==> src/rtl/pipelined_adder.sv <==
// Pipelined ripple-carry adder/subtractor: one CHUNK-bit slice per stage, carry
// registered between stages, valid/ready on both sides with a global stall.
module pipelined_adder #(
  parameter int WIDTH = 16,
  parameter int CHUNK = 4,
  localparam int STAGES = WIDTH / CHUNK
) (
  input  logic             clk,
  input  logic             reset,
  input  logic             in_valid,
  output logic             in_ready,
  input  logic [WIDTH-1:0] a,
  input  logic [WIDTH-1:0] b,
  input  logic             cin,
  input  logic             sub,
  output logic             out_valid,
  input  logic             out_ready,
  output logic [WIDTH-1:0] sum,
  output logic             cout,
  output logic             ovf
);

  if (WIDTH < 2 || CHUNK < 1 || (WIDTH % CHUNK) != 0) begin : g_param_check
    $error("pipelined_adder: WIDTH must be >= 2 and an exact multiple of CHUNK");
  end

  logic adv;

  // Index k of these holds what stage k consumes: raw inputs for k=0,
  // stage k-1 registers otherwise.
  logic [WIDTH-1:0]  a_s   [STAGES];
  logic [WIDTH-1:0]  bx_s  [STAGES];
  logic [WIDTH-1:0]  sum_s [STAGES];
  logic [STAGES-1:0] carry_s;
  logic [STAGES-1:0] valid_s;

  assign adv      = !out_valid || out_ready;
  assign in_ready = adv;

  assign a_s[0]     = a;
  assign bx_s[0]    = b ^ {WIDTH{sub}};
  assign sum_s[0]   = '0;
  assign carry_s[0] = sub | cin;
  assign valid_s[0] = in_valid;

  for (genvar gi = 0; gi < STAGES; gi++) begin : g_stage
    logic [CHUNK:0]   slice;
    logic [WIDTH-1:0] sum_next;
    logic             valid_reg;
    logic             carry_reg;
    logic [WIDTH-1:0] sum_reg;

    assign slice = {1'b0, a_s[gi][gi*CHUNK +: CHUNK]}
                 + {1'b0, bx_s[gi][gi*CHUNK +: CHUNK]}
                 + {{CHUNK{1'b0}}, carry_s[gi]};

    always_comb begin
      sum_next = sum_s[gi];
      sum_next[gi*CHUNK +: CHUNK] = slice[CHUNK-1:0];
    end

    // Data only loads for real transactions, so bubbles never disturb results.
    always_ff @(posedge clk) begin
      if (reset) begin
        valid_reg <= 1'b0;
        carry_reg <= 1'b0;
        sum_reg   <= '0;
      end else if (adv) begin
        valid_reg <= valid_s[gi];
        if (valid_s[gi]) begin
          carry_reg <= slice[CHUNK];
          sum_reg   <= sum_next;
        end
      end
    end

    if (gi < STAGES - 1) begin : g_skew
      logic [WIDTH-1:0] a_reg;
      logic [WIDTH-1:0] bx_reg;

      always_ff @(posedge clk) begin
        if (adv && valid_s[gi]) begin
          a_reg  <= a_s[gi];
          bx_reg <= bx_s[gi];
        end
      end

      assign a_s[gi+1]     = a_reg;
      assign bx_s[gi+1]    = bx_reg;
      assign sum_s[gi+1]   = sum_reg;
      assign carry_s[gi+1] = carry_reg;
      assign valid_s[gi+1] = valid_reg;
    end else begin : g_out
      logic ovf_reg;
      logic msb_cin;

      // Carry into the MSB is recovered from the MSB sum bit and its operands.
      assign msb_cin = a_s[gi][WIDTH-1] ^ bx_s[gi][WIDTH-1] ^ slice[CHUNK-1];

      always_ff @(posedge clk) begin
        if (reset) begin
          ovf_reg <= 1'b0;
        end else if (adv && valid_s[gi]) begin
          ovf_reg <= msb_cin ^ slice[CHUNK];
        end
      end

      assign out_valid = valid_reg;
      assign sum       = sum_reg;
      assign cout      = carry_reg;
      assign ovf       = ovf_reg;
    end
  end

endmodule

==> config.mk <==
export PLATFORM = sky130hd
export DESIGN_NAME = pipelined_adder
export DESIGN_NICKNAME = d
export VERILOG_FILES = /design/src/rtl/pipelined_adder.sv
export SDC_FILE = /design/constraint.sdc
export NUM_CORES = 1
export LEC_CHECK = 0
export CAP_MARGIN = 20
export CORE_MARGIN = 1.5
export CORE_UTILIZATION = 52
export DETAILED_ROUTE_END_ITERATION = 12
export PLACE_DENSITY = 0.77
export SETUP_SLACK_MARGIN = 0.2
export SLEW_MARGIN = 5
export SYNTH_ARGS = -nofsm -noshare
export SYNTH_HDL_FRONTEND = slang
export SYNTH_SLANG_ARGS = --single-unit
export TNS_END_PERCENT = 1
==> constraint.sdc <==
create_clock -name clk -period 2.7 [get_ports clk]
set_clock_uncertainty 0.1 [all_clocks]
set_input_delay 0.54 -clock clk [delete_from_list [all_inputs] [get_ports clk]]
set_output_delay 0.54 -clock clk [all_outputs]
set_load 0.02 [all_outputs]
==> results.py <==
metrics = {
    "grt": {
        "grt_pass1_wl_mm": 9.632,
        "first_global_vias": 2146,
        "antenna_found_initial": 0,
        "grt_max_degree": 44,
        "grt_overflow": 0,
        "grt_use_total_pct": 16.11,
    },
    "clock_network": {
        "cts_made_buffers": 9,
        "cts_setup_buffers": 0,
        "cts-root-buf": "clkbuf_8",
        "cts_htree_levels": 3,
        "clock_latency_ns": 0.36,
        "cts_buffer_depth": 2,
        "holdBufCountCts": 0,
        "cts_tree": "yes",
        "cts.sinks": 97,
        "clk_pin_slew_worst_paths_ns": 0.09,
    },
    "critical_path": {
        "slowest_stage": "clkdlybuf4s50_1",
        "cp_slowest_stage_delay_ns": 0.60,
        "ff2ff_path_depth": 6,
        "r2r_setup_slack_ns": 0.44,
        "cp_num_buf_inv": 3,
        "critPathKind": "primary input to primary output",
        "r2r_start": "g_stage[2].g_skew.bx_reg[12]$_DFFE_PP_",
        "cp_data_arrival_time_ns": 1.81,
        "cpMostUsedCell": "clkdlybuf4s50_1",
        "path_max_fanout": 6,
        "path_cells": "clkdlybuf4s50_1 > nor2b_4 > inv_6 > clkdlybuf4s50_1",
        "crit_start": "out_ready",
        "required_ns": 2.06,
        "cp-end-kind": "primary output",
        "critPathTopFamily": "buffers and inverters",
        "startpoint_type": "primary input",
        "reg2reg_to": "ovf$_SDFFE_PP0P_",
    },
    "min_path": {
        "hp-class": "flip-flop to flip-flop",
        "hold_path_end": "g_stage[2].g_skew.a_reg[13]$_DFFE_PP_",
        "hold_start": "g_stage[1].g_skew.a_reg[13]$_DFFE_PP_",
        "holdPathStages": 0,
    },
    "die": {
        "start_util_pct": 53.71,
        "placementRows": 31,
        "core_um2": 7214,
        "chipWidth_um": 89.33,
        "dieArea_um2": 7979,
        "ios": 58,
        "die-height_um": 89.33,
    },
    "routing": {
        "drc": 0,
        "drt-total-wl_mm": 5.912,
        "drtAntennaViolNets": 0,
        "drt-initial-drc-count": 86,
        "dr_wl_met3_um": 219,
        "firstDrtPassIters": 5,
        "vias": 2346,
        "wl_met2_mm": 2.881,
        "wl_per_cell_um": 12.09,
        "maxUsedRoutingLayer": "met4",
        "wl_met1_mm": 2.730,
        "via_per_inst": 4.798,
    },
    "sta": {
        "period_share_pct": 90.81,
        "hold_violations": 0,
        "fin_crit_ns": 2.452,
        "rsz0062_at_grt": "no",
        "finalSetupViolations": 0,
        "tightest_slew_ns": 0.7345,
        "drv_slew": 0,
        "slew_headroom_pct": 51.04,
        "fmax_mhz": 407.8,
    },
    "power_and_ir_drop": {
        "power.leakage_nw": 1.730,
        "pwr_density_cell_nw_per_um2": 608.3,
        "fin_total_pwr_mw": 2.901,
        "irDropWorstVdd_mv": 0.4342,
    },
    "layout": {
        "area_growth_pct": 23.05,
        "layoutNonFillerInstCount": 489,
        "n_antenna_cell": 0,
        "final_cell_mix": "nand2_1, clkdlybuf4s50_1, dfxtp_1",
        "drive_gt1_share_pct": 9.487,
        "layout_commonest_cell": "nand2_1",
        "fin_nets": 443,
        "fill_cells": 568,
    },
    "yosys": {
        "syn_avg_cell_area_um2": 11.96,
        "ys_types": 37,
        "ys_warn_count": 0,
        "syn_nets": 382,
        "syn_inst": 324,
        "ys_ff_latch": 97,
        "syn_area_um2": 3875,
        "synth.yosys.seq_area_share_pct": 62.51,
    },
    "place": {
        "place_inst": 473,
        "place_hpwl_mm": 4.310,
        "place.gp.congestion": 0.6946,
        "port_buffers": 57,
    },
    "outcome": {
        "status": "completed",
    },
    "flow_run": {
        "max_cap_viol_count": 0,
    },
}
[power by group]
part	switching, mW	internal (mW)
sequential	0.0281	1.62
combinational	0.142	0.143
clock	0.500	0.467
total	0.671	2.23
[synth_stat cells]
cell type	count	area [µm²]
nor2b_4	1	13.76
ha_1	12	150.1
o21ai_0	1	5.000
dfxtp_1	49	980.9
or2_2	1	6.260
nand2_2	2	12.51
fa_1	8	160.2
xnor2_1	5	43.79
inv_2	1	3.750
and2_1	1	6.260
or4_1	2	15.01
buf_1	1	3.750
a211oi_1	9	67.56
buf_6	2	22.52
o31ai_1	1	7.510
nor2_1	12	45.04
nor3b_1	2	15.01
nand3b_1	3	22.52
a21oi_1	38	190.2
xor2_1	17	148.9
nor2b_1	2	12.51
o21ai_1	1	5.000
nand3_1	2	10.01
a21o_1	5	37.54
edfxtp_1	48	1441
a311o_1	1	10.01
inv_1	10	37.54
inv_6	1	8.760
nand2_4	2	22.52
nand4b_1	2	17.52
a211oi_2	2	25.02
a2111oi_2	1	15.01
buf_2	5	25.02
nand2_1	67	251.5
nor3_1	1	5.000
buf_4	2	15.01
clkbuf_1	4	15.01
[how the worst max path moves through the flow]
| stage | to | slack (ns) | depth (start not counted) |
|---|---|---|---|
| after floorplan | g_stage[0].carry_reg$_SDFFE_PP0P_ | 0.21 | 7 |
| after global placement | g_stage[0].carry_reg$_SDFFE_PP0P_ | -0.14 | 7 |
| after detailed placement | g_stage[0].carry_reg$_SDFFE_PP0P_ | -0.19 | 7 |
| after CTS | in_ready | 0.24 | 4 |
| after global routing | in_ready | 0.20 | 4 |
| final | in_ready | 0.25 | 4 |
[metal layers]
layer  track usage, %  up-vias
li1                 -     1237
met1            20.93     1051
met2            25.97       49
met3            3.416        9
met4            7.552        0
met5                0        -
[stage by stage]
step / setup slack (ns) / instance area, µm² / hold WS (ns) / setup TNS, ns / util (%)
after floorplan: 0.2069 / 3875 / 0.3003 / 0 / -
after global placement: -0.1364 / 4548 / 0.3027 / -0.1940 / 63.04
after detailed placement: -0.1866 / 4548 / 0.3045 / -0.2726 / 63.04
after CTS: 0.2359 / 4761 / 0.3230 / 0 / 65.99
after global routing: 0.2008 / 4768 / 0.3343 / 0 / 66.09
final: 0.2480 / 4768 / 0.3256 / 0 / 66.09
[timing repair]
item                                    4_1_cts  5_1_grt
endpoints found under the setup margin        1        1
pin swaps                                     0        0
gates resized for setup                       1        2
[final cells by class]
class / count / area [µm²] / area share, %
well taps: 99 / 123.9 / 2.598
clock buffers: 10 / 137.6 / 2.886
flip-flops and latches: 97 / 2422 / 50.80
multi-input cells: 201 / 1329 / 27.87
repair buffers: 64 / 633.1 / 13.28
clock inverters: 6 / 72.57 / 1.522
inverters: 12 / 50.05 / 1.050
[cell families after synthesis]
| group | Yosys count | synth area share, % |
|---|---|---|
| AND/OR/NAND/NOR | 100 | 11.75 |
| adder cells (fa/ha/maj) | 20 | 8.008 |
| buffers and inverters | 26 | 3.390 |
| XOR/XNOR | 22 | 4.972 |
| flip-flops | 97 | 62.51 |
| AO/OA/AOI/OAI | 59 | 9.363 |
Note: power is estimated with default switching activity, not from simulation.
